## src/rtl/hud_text_server.sv

```systemverilog
`default_nettype none
// ============================================================================
//  Module      : hud_text_server
//  Description : HUD text-pixel responder. Renders "TIME:" with a 3-digit BCD
//                play-time counter and "SCORE:" with a 4-digit BCD score,
//                one registered pixel bit per cycle.
//  Revision    : 1.0 - initial release
// ============================================================================
module hud_text_server #(
    parameter int TICKS_PER_SEC = 25_000_000,
    parameter int TIME_DIGITS   = 3,
    parameter int SCORE_DIGITS  = 4
) (
    input  logic                        clock_25,
    input  logic                        reset_n,
    input  logic [7:0]                  x_count,
    input  logic [3:0]                  y_count,
    input  logic                        game_run,
    input  logic                        time_clear,
    input  logic                        score_clear,
    input  logic                        score_inc,
    output logic                        data,
    output logic [4*TIME_DIGITS-1:0]    time_bcd,
    output logic [4*SCORE_DIGITS-1:0]   score_bcd
);

    localparam int TIME_W  = 4 * TIME_DIGITS;
    localparam int SCORE_W = 4 * SCORE_DIGITS;
    localparam int PRESC_W = (TICKS_PER_SEC > 1) ? $clog2(TICKS_PER_SEC) : 1;
    localparam logic [PRESC_W-1:0] C_PRESC_LAST = PRESC_W'(TICKS_PER_SEC - 1);

    localparam logic [4:0] C_CODE_T     = 5'd10;
    localparam logic [4:0] C_CODE_I     = 5'd11;
    localparam logic [4:0] C_CODE_M     = 5'd12;
    localparam logic [4:0] C_CODE_E     = 5'd13;
    localparam logic [4:0] C_CODE_S     = 5'd14;
    localparam logic [4:0] C_CODE_C     = 5'd15;
    localparam logic [4:0] C_CODE_O     = 5'd16;
    localparam logic [4:0] C_CODE_R     = 5'd17;
    localparam logic [4:0] C_CODE_COLON = 5'd18;
    localparam logic [4:0] C_CODE_BLANK = 5'd19;

    // Glyph bitmap: 15 row bytes, row 0 in the top byte, MSB = leftmost column.
    function automatic logic [119:0] glyph(input logic [4:0] code);
        logic [119:0] g;
        case (code)
            5'd0:  g = 120'h00_7C_C6_C6_CE_DE_F6_E6_C6_C6_C6_7C_00_00_00;
            5'd1:  g = 120'h00_18_38_78_18_18_18_18_18_18_18_7E_00_00_00;
            5'd2:  g = 120'h00_7C_C6_06_0C_18_30_60_C0_C0_C6_FE_00_00_00;
            5'd3:  g = 120'h00_7C_C6_06_06_3C_06_06_06_06_C6_7C_00_00_00;
            5'd4:  g = 120'h00_0C_1C_3C_6C_CC_FE_0C_0C_0C_0C_1E_00_00_00;
            5'd5:  g = 120'h00_FE_C0_C0_C0_FC_06_06_06_06_C6_7C_00_00_00;
            5'd6:  g = 120'h00_38_60_C0_C0_FC_C6_C6_C6_C6_C6_7C_00_00_00;
            5'd7:  g = 120'h00_FE_C6_06_0C_18_30_30_30_30_30_30_00_00_00;
            5'd8:  g = 120'h00_7C_C6_C6_C6_7C_C6_C6_C6_C6_C6_7C_00_00_00;
            5'd9:  g = 120'h00_7C_C6_C6_C6_7E_06_06_06_0C_18_70_00_00_00;
            5'd10: g = 120'h00_FE_FE_38_38_38_38_38_38_38_38_38_00_00_00;
            5'd11: g = 120'h00_7C_38_38_38_38_38_38_38_38_38_7C_00_00_00;
            5'd12: g = 120'h00_C6_EE_FE_FE_D6_C6_C6_C6_C6_C6_C6_00_00_00;
            5'd13: g = 120'h00_FE_C0_C0_C0_FC_C0_C0_C0_C0_C0_FE_00_00_00;
            5'd14: g = 120'h00_7C_C6_C0_C0_7C_06_06_06_06_C6_7C_00_00_00;
            5'd15: g = 120'h00_7C_C6_C0_C0_C0_C0_C0_C0_C0_C6_7C_00_00_00;
            5'd16: g = 120'h00_7C_C6_C6_C6_C6_C6_C6_C6_C6_C6_7C_00_00_00;
            5'd17: g = 120'h00_FC_C6_C6_C6_FC_D8_CC_CC_C6_C6_C6_00_00_00;
            5'd18: g = 120'h00_00_00_18_18_00_00_00_00_18_18_00_00_00_00;
            default: g = '0;
        endcase
        return g;
    endfunction

    // BCD +1 over the low 'digits' nibbles; an all-nines value is held.
    function automatic logic [15:0] bcd_inc_sat(input logic [15:0] v, input int digits);
        logic [15:0] r;
        logic        carry;
        r     = v;
        carry = 1'b1;
        for (int i = 0; i < 4; i++) begin
            if (carry && (i < digits)) begin
                if (v[i*4 +: 4] == 4'd9) begin
                    r[i*4 +: 4] = 4'd0;
                end else begin
                    r[i*4 +: 4] = v[i*4 +: 4] + 4'd1;
                    carry       = 1'b0;
                end
            end
        end
        return carry ? v : r;
    endfunction

    logic                 data_q,  data_d;
    logic [TIME_W-1:0]    time_q,  time_d;
    logic [SCORE_W-1:0]   score_q, score_d;
    logic [PRESC_W-1:0]   presc_q, presc_d;

    logic                 w_tick;
    logic [15:0]          w_time_inc;
    logic [15:0]          w_score_inc;
    logic [7:0]           w_score_off;
    logic [4:0]           w_code;
    logic [2:0]           w_col;
    logic                 w_in_range;
    logic [3:0]           w_row_idx;
    logic [119:0]         w_glyph;
    logic [7:0]           w_row_word;

    assign w_tick      = game_run && (presc_q == C_PRESC_LAST);
    assign w_time_inc  = bcd_inc_sat(16'(time_q), TIME_DIGITS);
    assign w_score_inc = bcd_inc_sat(16'(score_q), SCORE_DIGITS);
    assign w_score_off = x_count - 8'd62;

    always_comb begin
        w_code     = C_CODE_BLANK;
        w_col      = 3'd0;
        w_in_range = 1'b0;
        if (x_count < 8'd62) begin
            w_in_range = 1'b1;
            w_col      = x_count[2:0];
            case (x_count[7:3])
                5'd0:    w_code = C_CODE_T;
                5'd1:    w_code = C_CODE_I;
                5'd2:    w_code = C_CODE_M;
                5'd3:    w_code = C_CODE_E;
                5'd4:    w_code = C_CODE_COLON;
                5'd5:    w_code = {1'b0, time_q[11:8]};
                5'd6:    w_code = {1'b0, time_q[7:4]};
                5'd7:    w_code = {1'b0, time_q[3:0]};
                default: w_code = C_CODE_BLANK;
            endcase
        end else if (x_count <= 8'd141) begin
            w_in_range = 1'b1;
            w_col      = w_score_off[2:0];
            case (w_score_off[7:3])
                5'd0:    w_code = C_CODE_S;
                5'd1:    w_code = C_CODE_C;
                5'd2:    w_code = C_CODE_O;
                5'd3:    w_code = C_CODE_R;
                5'd4:    w_code = C_CODE_E;
                5'd5:    w_code = C_CODE_COLON;
                5'd6:    w_code = {1'b0, score_q[15:12]};
                5'd7:    w_code = {1'b0, score_q[11:8]};
                5'd8:    w_code = {1'b0, score_q[7:4]};
                5'd9:    w_code = {1'b0, score_q[3:0]};
                default: w_code = C_CODE_BLANK;
            endcase
        end
    end

    // Row 15 is outside the 15-row glyph; clamp the index and blank it below.
    assign w_row_idx  = (y_count == 4'd15) ? 4'd14 : y_count;
    assign w_glyph    = glyph(w_code);
    assign w_row_word = w_glyph[{(4'd14 - w_row_idx), 3'b000} +: 8];

    always_comb begin
        data_d = 1'b0;
        if (w_in_range && (y_count != 4'd15) && (w_col != 3'd7)) begin
            data_d = w_row_word[3'd7 - w_col];
        end
    end

    always_comb begin
        presc_d = presc_q;
        time_d  = time_q;
        score_d = score_q;
        if (time_clear) begin
            presc_d = '0;
            time_d  = '0;
        end else begin
            if (game_run) begin
                presc_d = w_tick ? '0 : presc_q + 1'b1;
            end
            if (w_tick) begin
                time_d = w_time_inc[TIME_W-1:0];
            end
        end
        if (score_clear) begin
            score_d = '0;
        end else if (score_inc) begin
            score_d = w_score_inc[SCORE_W-1:0];
        end
    end

    always_ff @(posedge clock_25 or negedge reset_n) begin
        if (!reset_n) begin
            data_q  <= 1'b0;
            time_q  <= '0;
            score_q <= '0;
            presc_q <= '0;
        end else begin
            data_q  <= data_d;
            time_q  <= time_d;
            score_q <= score_d;
            presc_q <= presc_d;
        end
    end

    assign data      = data_q;
    assign time_bcd  = time_q;
    assign score_bcd = score_q;

endmodule
`default_nettype wire

```

## config.mk

```make
export PLATFORM = sky130hd
export DESIGN_NAME = hud_text_server
export DESIGN_NICKNAME = d
export VERILOG_FILES = /design/src/rtl/hud_text_server.sv
export SDC_FILE = /design/constraint.sdc
export NUM_CORES = 1
export LEC_CHECK = 0
export BUFFER_PORTS_ARGS = -buffer_cell sky130_fd_sc_hd__buf_2
export CORE_MARGIN = 10
export CORE_UTILIZATION = 37
export CTS_CLUSTER_DIAMETER = 200
export DETAILED_ROUTE_END_ITERATION = 7
export GPL_ROUTABILITY_DRIVEN = 0
export GPL_TIMING_DRIVEN = 1
export PLACE_DENSITY = 0.58
export SLEW_MARGIN = 20
export SYNTH_ARGS = -nofsm -noshare
export SYNTH_HDL_FRONTEND = slang
export SYNTH_SLANG_ARGS = --single-unit
```

## constraint.sdc

```tcl
create_clock -name clock_25 -period 3.5 [get_ports clock_25]
set_input_delay 0.175 -clock clock_25 [delete_from_list [all_inputs] [get_ports clock_25]]
set_output_delay 0.175 -clock clock_25 [all_outputs]
set_load 0.005 [all_outputs]
```

==> results of run 1 <==
routing by layer:
layer	track usage [%]	part of all wire, %	vias up
met5	0	0	-
met4	8.436	4.8	0
met3	4.165	8.1	85
met2	29.03	45	310
met1	22.96	42	2899
li1	-	-	3046
state kept, by name (all words and copies together) (netlist names):
name,cells
data,1
presc_q,25
score_bcd,16
time_bcd,12
cell type report:
| type | count | area, sq um | share of cell area, % |
|---|---|---|---|
| clock buffer | 5 | 125.1 | 1.797 |
| tap | 188 | 235.2 | 3.378 |
| sequential | 54 | 1351 | 19.41 |
| timing repair buffer | 152 | 1116 | 16.03 |
| clock inverter | 3 | 48.80 | 0.7008 |
| multi-input combinational | 634 | 4000 | 57.45 |
| inverter | 23 | 86.33 | 1.240 |
what timing repair did:
action | CTS | global route
hold endpoints to repair | 25 | 0
setup endpoints to repair | 0 | 1
resized for setup | 0 | 2
hold buffers | 1 | 0
cell families (layout without fill, tap and decap cells):
| family | Yosys count | after routing | synth area share, % |
|---|---|---|---|
| compound gates | 257 | 257 | 31.91 |
| xor+xnor | 30 | 30 | 4.876 |
| fa+ha+maj | 22 | 22 | 4.832 |
| buf+inv | 72 | 183 | 6.238 |
| flops | 54 | 54 | 23.72 |
| mux | 12 | 12 | 2.196 |
| simple gates | 313 | 313 | 26.23 |
power by group through the flow:
stage / Sequential [mW] / Combinational (mW) / Clock, mW
after floorplan: 0.725 / 0.516 / 0
after global placement: 0.735 / 0.899 / 0
after detailed placement: 0.734 / 0.893 / 0
after CTS: 0.723 / 0.897 / 0.627
after global routing: 0.732 / 0.994 / 0.648
final: 0.723 / 0.916 / 0.616
final timing paths:
check	startpoint	endpoint	slack (ps)	depth (start not counted)
max	x_count[1]	data	200	19
min	score_clear	score_bcd[0]	160	2
max reg2reg	time_bcd[10]	data	310	15
min reg2reg	presc_q[24]	presc_q[24]	500	1
max in group asynchronous	reset_n	score_bcd[2]	2250	3
min in group asynchronous	reset_n	presc_q[3]	410	2
metrics by stage:
step                      setup WS, ps  instance area (sq um)  setup TNS (ps)
after floorplan                  45.53                   5707               0
after global placement          -84.38                   6775          -84.38
after detailed placement        -23.37                   6775          -23.37
after CTS                        300.9                   6959               0
after global routing             3.610                   6963               0
final                            204.8                   6963               0
worst max-delay path, delay by kind of cell:
kind	cells	cell delay, ps
buffers and inverters	5	740
AOI/OAI and AO/OA	8	1400
and+or+nand+nor	3	550
adders and majority gates	2	500
xor gates and xnor gates	1	120
cells in the final DEF, fill, tap and decap left out, types with 8 or more instances in the layout:
cell type	instances
dfrtp_1	54
xor2_1	18
mux2i_1	8
a21oi_1	58
buf_4	98
inv_1	22
nand2_1	85
o22ai_1	10
and3_1	8
buf_2	46
nor2_1	82
ha_1	21
or3_1	8
xnor2_1	10
o21ai_0	52
nor3_1	23
a31oi_1	13
nand3_1	41
nand4_1	15
a211oi_1	8
o31ai_1	16
==> results.md, run 1 <==
* CP most frequent cell: buf_4
* Clk_skew at 8.872 ps
* Final cell count without fillers at 1,059
* DIE WIDTH at 144.1 um
* DR WL/cell at 18.01 um
* Synth area leader: dfrtp_1
* Syn avg cell area at 7.496 sq um
* Clock Sinks at 54
* Residual DRC count at 0
* Final Util at 45.97%
* Cell Pwr Density at 323.8 nW/um^2
* Initial antenna violation count at 0
* Final net count at 910
* Synth top area share at 23.72%
* Power consumption at 2.255 mW
* CP Data Arrival Time at 3500 ps
* Number of synthesized flops with an enable pin at 0
* Worst path cell trace: buf_2 > ha_1 > buf_4 > xnor2_1 > nor4_1 > o22ai_1 > o21ai_0 > buf_4 > o31ai_4 > ha_1 > inv_1 > a211oi_1 > buf_4 > o31ai_1 > a221oi_1 > nor4_1 > o21ai_1 > a22oi_1 > nor3_2
* Die span in y at 144.1 um
* P_int at 1.394 mW
* Placed Cells at 1,050
* Startpoint types: input pin
* Relative slew slack at 55.94%
* Routed vias at 6,340
* Vias/cell at 5.987
* H-tree level count at 2
* Top Ports at 47
* Combinational power share at 40.6%
* Core area at 15,150 sq um
* Pins over their slew limit at 0
* Unrepaired setup endpoints after global routing: false
* Syn nets at 800
* Root buffer cell: clkbuf_16
* Min Hold Slack at 161.3 ps
* 1st-iter DRT viols at 730
* Mapped Cells at 760
* Final setup fails at 0
* FILL cells at 1,553
* Worst-path clk slew at 80 ps
* Pin count of the biggest net entering global routing at 30
* Initial Util at 37.61%
* Worst vdd ir at 0.0002761 V
* Main flop type after synthesis: dfrtp_1
* Most frequent cells after synthesis: nand2_1 (85), nor2_1 (82), a21oi_1 (58)
* Leakage power at 2.932 nW
* Outcome: complete, no violations
* Clock latency on the worst-skew pair at 320 ps
* YS warnings at 0
* CTS buffer count at 5
* Crit path capture type: flop
* CTS tree: yes
* Worst path required time at 3710 ps
* Register area share after synthesis at 23.72%
* Area contributors post-synth: dfrtp_1 (24%), nand2_1 (5.6%), nor2_1 (5.4%), a21oi_1 (5.1%), ha_1 (4.8%)
* Period utilisation layout at 94.15%
* Post-DRT Antenna Nets at 0
* Switch share at 38.17%
* Global-route wire length before repair at 30.99 mm
* Cell Area, Synth at 5697 sq um
* Tot GR Track Use at 18.26%
* Final Hold Fails at 0
* Tightest Hold Check Type: input pin to flop
* Ys async rst share at 100.0%
* Full die area at 20,760 sq um
* Yosys cell types at 88
* Crit-path max FO at 6
* Critical path's largest stage delay at 420 ps
* Number of global-route vias before repair at 6,021
* Clock Tree Buf Depth at 2
* Achievable Freq at 303.5 MHz
* Tmin final at 3295 ps
* Seq pwr share at 32.1%
* Worst-margin pin slew at 658.5 ps
* Detail Placement HPWL at 14.14 mm
* DR pass1 iterations at 6
* Count leader, synth: nand2_1
* Share of layout cells above drive strength 1 at 22.73%
* Worst setup path category: input pin to flop
* Clk pwr share at 27.3%
* Antenna diode instance count at 0
* IO buf count at 46
* Total gr overflow at 0
* Max-Cap Viols at 0
* Net Sw Power at 0.8606 mW
* Post-CTS Setup Inserts at 0
* Worst path slowest cell: o31ai_1
* Post-Route WL at 19.07 mm
* Area growth, synth to finish at 22.23%
* Placement Rows at 45
* Synthesis-stage register bit count at 54
(Power assumes the default switching activity.)
==> run 2, diff against run 1 <==
--- a/config.mk
+++ b/config.mk
@@ -6,6 +6,7 @@
 export NUM_CORES = 1
 export LEC_CHECK = 0
 export BUFFER_PORTS_ARGS = -buffer_cell sky130_fd_sc_hd__buf_2
+export CORE_ASPECT_RATIO = 0.75
 export CORE_MARGIN = 10
 export CORE_UTILIZATION = 37
 export CTS_CLUSTER_DIAMETER = 200
==> run 2 against run 1 <==
  * Core utilization rose by 0.81 points
  * Non-clock buffer count increased by 22
  * Die area up 0.25%
  * Highest routed layer unchanged
  * Critical endpoint unchanged
  * Flip-flop and latch count is the same
  * Via count is 3.3% higher
  * Clock skew about the same
  * Setup slack worse by 110 ps
  * Largest power group unchanged
  * Combinational power grew 4.4%
  * Register-to-register slack got worse by 150 ps
  * Design area rose by 2.0%
  * Hold slack better by 8.2 ps
  * Sequential power is essentially flat
==> results.md, run 2 (synthesis results as in run 1) <==
* Crit path capture type: flop
* CTS buffer count at 5 (unchanged)
* H-tree level count at 2 (unchanged)
* Die span in y at 127.5 um (-12%)
* Leakage power at 3.025 nW (+3.2%)
* Startpoint types: input pin
* Root buffer cell: clkbuf_16
* Achievable Freq at 293.7 MHz (-3.2%)
* Final cell count without fillers at 1,098 (+3.7%)
* Worst Slack Setup Final at 94.98 ps (-109.8 ps)
* Unrepaired setup endpoints after global routing: false
* DIE WIDTH at 163.3 um (+13%)
* Top reg by flops: presc_q
* Placement Rows at 39 (-13%)
* Vias/cell at 5.967 (-0.33%)
* Worst vdd ir at 0.0001881 V (-32%)
* Routed vias at 6,552 (+3.3%)
* Final Util at 46.78% (+0.81 points)
* Core area at 15,180 sq um (+0.20%)
* CP Data Arrival Time at 3590 ps (+90 ps)
* Clock Sinks at 54 (unchanged)
* Clk_skew at 8.628 ps (-0.2432 ps)
* Residual DRC count at 0 (unchanged)
* Tot GR Track Use at 18.51% (+0.25 points)
* Cell Pwr Density at 311.9 nW/um^2 (-3.7%)
* Detail Placement HPWL at 15.22 mm (+7.7%)
* Max-Cap Viols at 0 (unchanged)
* Crit-path max FO at 8 (+2)
* Post-CTS Setup Inserts at 0 (unchanged)
* DR WL/cell at 17.95 um (-0.34%)
* Final Hold Fails at 0 (unchanged)
* Share of layout cells above drive strength 1 at 24.75% (+2.0 points)
* DR pass1 iterations at 8 (+2)
* Post-Place Setup Slack at -138.4 ps (-115.0 ps)
* Total gr overflow at 0 (unchanged)
* Number of global-route vias before repair at 6,056 (+0.58%)
* Placed Cells at 1,089 (+3.7%)
* Clock latency on the worst-skew pair at 300 ps (-20 ps)
* Period utilisation layout at 97.29% (+3.1 points)
* Area growth, synth to finish at 24.62%
* Worst-margin pin slew at 718.1 ps (+59.67 ps)
* Pins over their slew limit at 0 (unchanged)
* Design area at 7099 sq um (+2.0%)
* Post-Route Setup TNS at 0 ps (unchanged)
* Post-Route WL at 19.70 mm (+3.3%)
* Tmin final at 3405 ps (+109.8 ps)
* DP Area at 6924 sq um (+2.2%)
* Power consumption at 2.214 mW (-1.8%)
* Post-DRT Antenna Nets at 0 (unchanged)
* Pin count of the biggest net entering global routing at 35 (+17%)
* Antenna diode instance count at 0 (unchanged)
* Commonest non-fill, non-tap cell in the layout: buf_4
* Tightest Hold Check Type: input pin to flop
* Final net count at 932 (+2.4%)
* Global-route wire length before repair at 32.02 mm (+3.3%)
* Most frequent cells in the layout: buf_4 (123), nand2_1 (85), nor2_1 (82), a21oi_1 (58), dfrtp_1 (54)
* FILL cells at 1,502 (-3.3%)
* Clock Tree Buf Depth at 2 (unchanged)
* IO buf count at 46 (unchanged)
* Worst path required time at 3680 ps (-30 ps)
* Initial Util at 37.54% (-0.074 points)
* 1st-iter DRT viols at 889 (+22%)
* Final setup fails at 0 (unchanged)
* Full die area at 20,810 sq um (+0.25%)
* Min Hold Slack at 169.6 ps (+8.229 ps)
* Worst setup path category: input pin to flop
* Worst-path clk slew at 80 ps (about the same)
* Relative slew slack at 51.72% (-4.2 points)
* Max FFs per register at 25 (unchanged)
* CTS tree: yes
* Outcome: complete, no violations
* Initial antenna violation count at 0 (unchanged)
* Top Ports at 47 (unchanged)
## run 2: cell type report
type | count | area, sq um | area share (%)
multi-input combinational | 634 | 4008 | 56.45
sequential | 54 | 1351 | 19.03
timing repair buffer | 174 | 1244 | 17.52
tap | 205 | 256.5 | 3.613
clock buffer | 5 | 125.1 | 1.762
inverter | 23 | 86.33 | 1.216
clock inverter | 3 | 28.78 | 0.4054
## run 2: power breakdown
group	internal (mW)	total [mW]	switching [mW]	leakage (nW)
clock	0.275	0.534	0.259	0.0763
sequential	0.661	0.724	0.0626	0.739
combinational	0.401	0.956	0.555	2.21
## run 2: critical path, stage by stage
cell,delay (ps)
buf_2,120
buf_4,160
and3_1,370
nor3_1,100
nor3_1,350
o41ai_2,110
buf_4,150
a21oi_4,140
buf_4,180
inv_2,70
ha_1,190
buf_4,170
nor2_1,100
nor2_1,60
nor3_1,250
o21ai_0,160
nor4_2,320
o21ai_1,130
a22oi_1,200
nor3_2,80
## run 2: path summary, 6_finish.rpt
check                             startpoint       endpoint  slack (ps)  cells past startpoint
worst min-delay path             score_clear   score_bcd[0]         170                      2
worst min register to register   presc_q[24]    presc_q[24]         500                      1
worst max-delay path              x_count[1]           data          90                     20
min in group asynchronous            reset_n    presc_q[24]         360                      2
max in group asynchronous            reset_n  score_bcd[13]        2310                      3
worst max register to register  time_bcd[10]           data         160                     13
## run 2: repair_timing
item / in CTS / in global routing
endpoints found under the setup margin: 0 / 1
endpoints found under the hold margin: 20 / 0
hold buffers: 1 / 0
resized for setup: 0 / 4
## run 2: metal layers
metal	routed length, um	global-route usage (%)	up-vias
li1	-	-	3095
met1	9262	27.20	3007
met2	7439	24.62	377
met3	2475	6.932	73
met4	527	4.074	0
met5	0	0	-
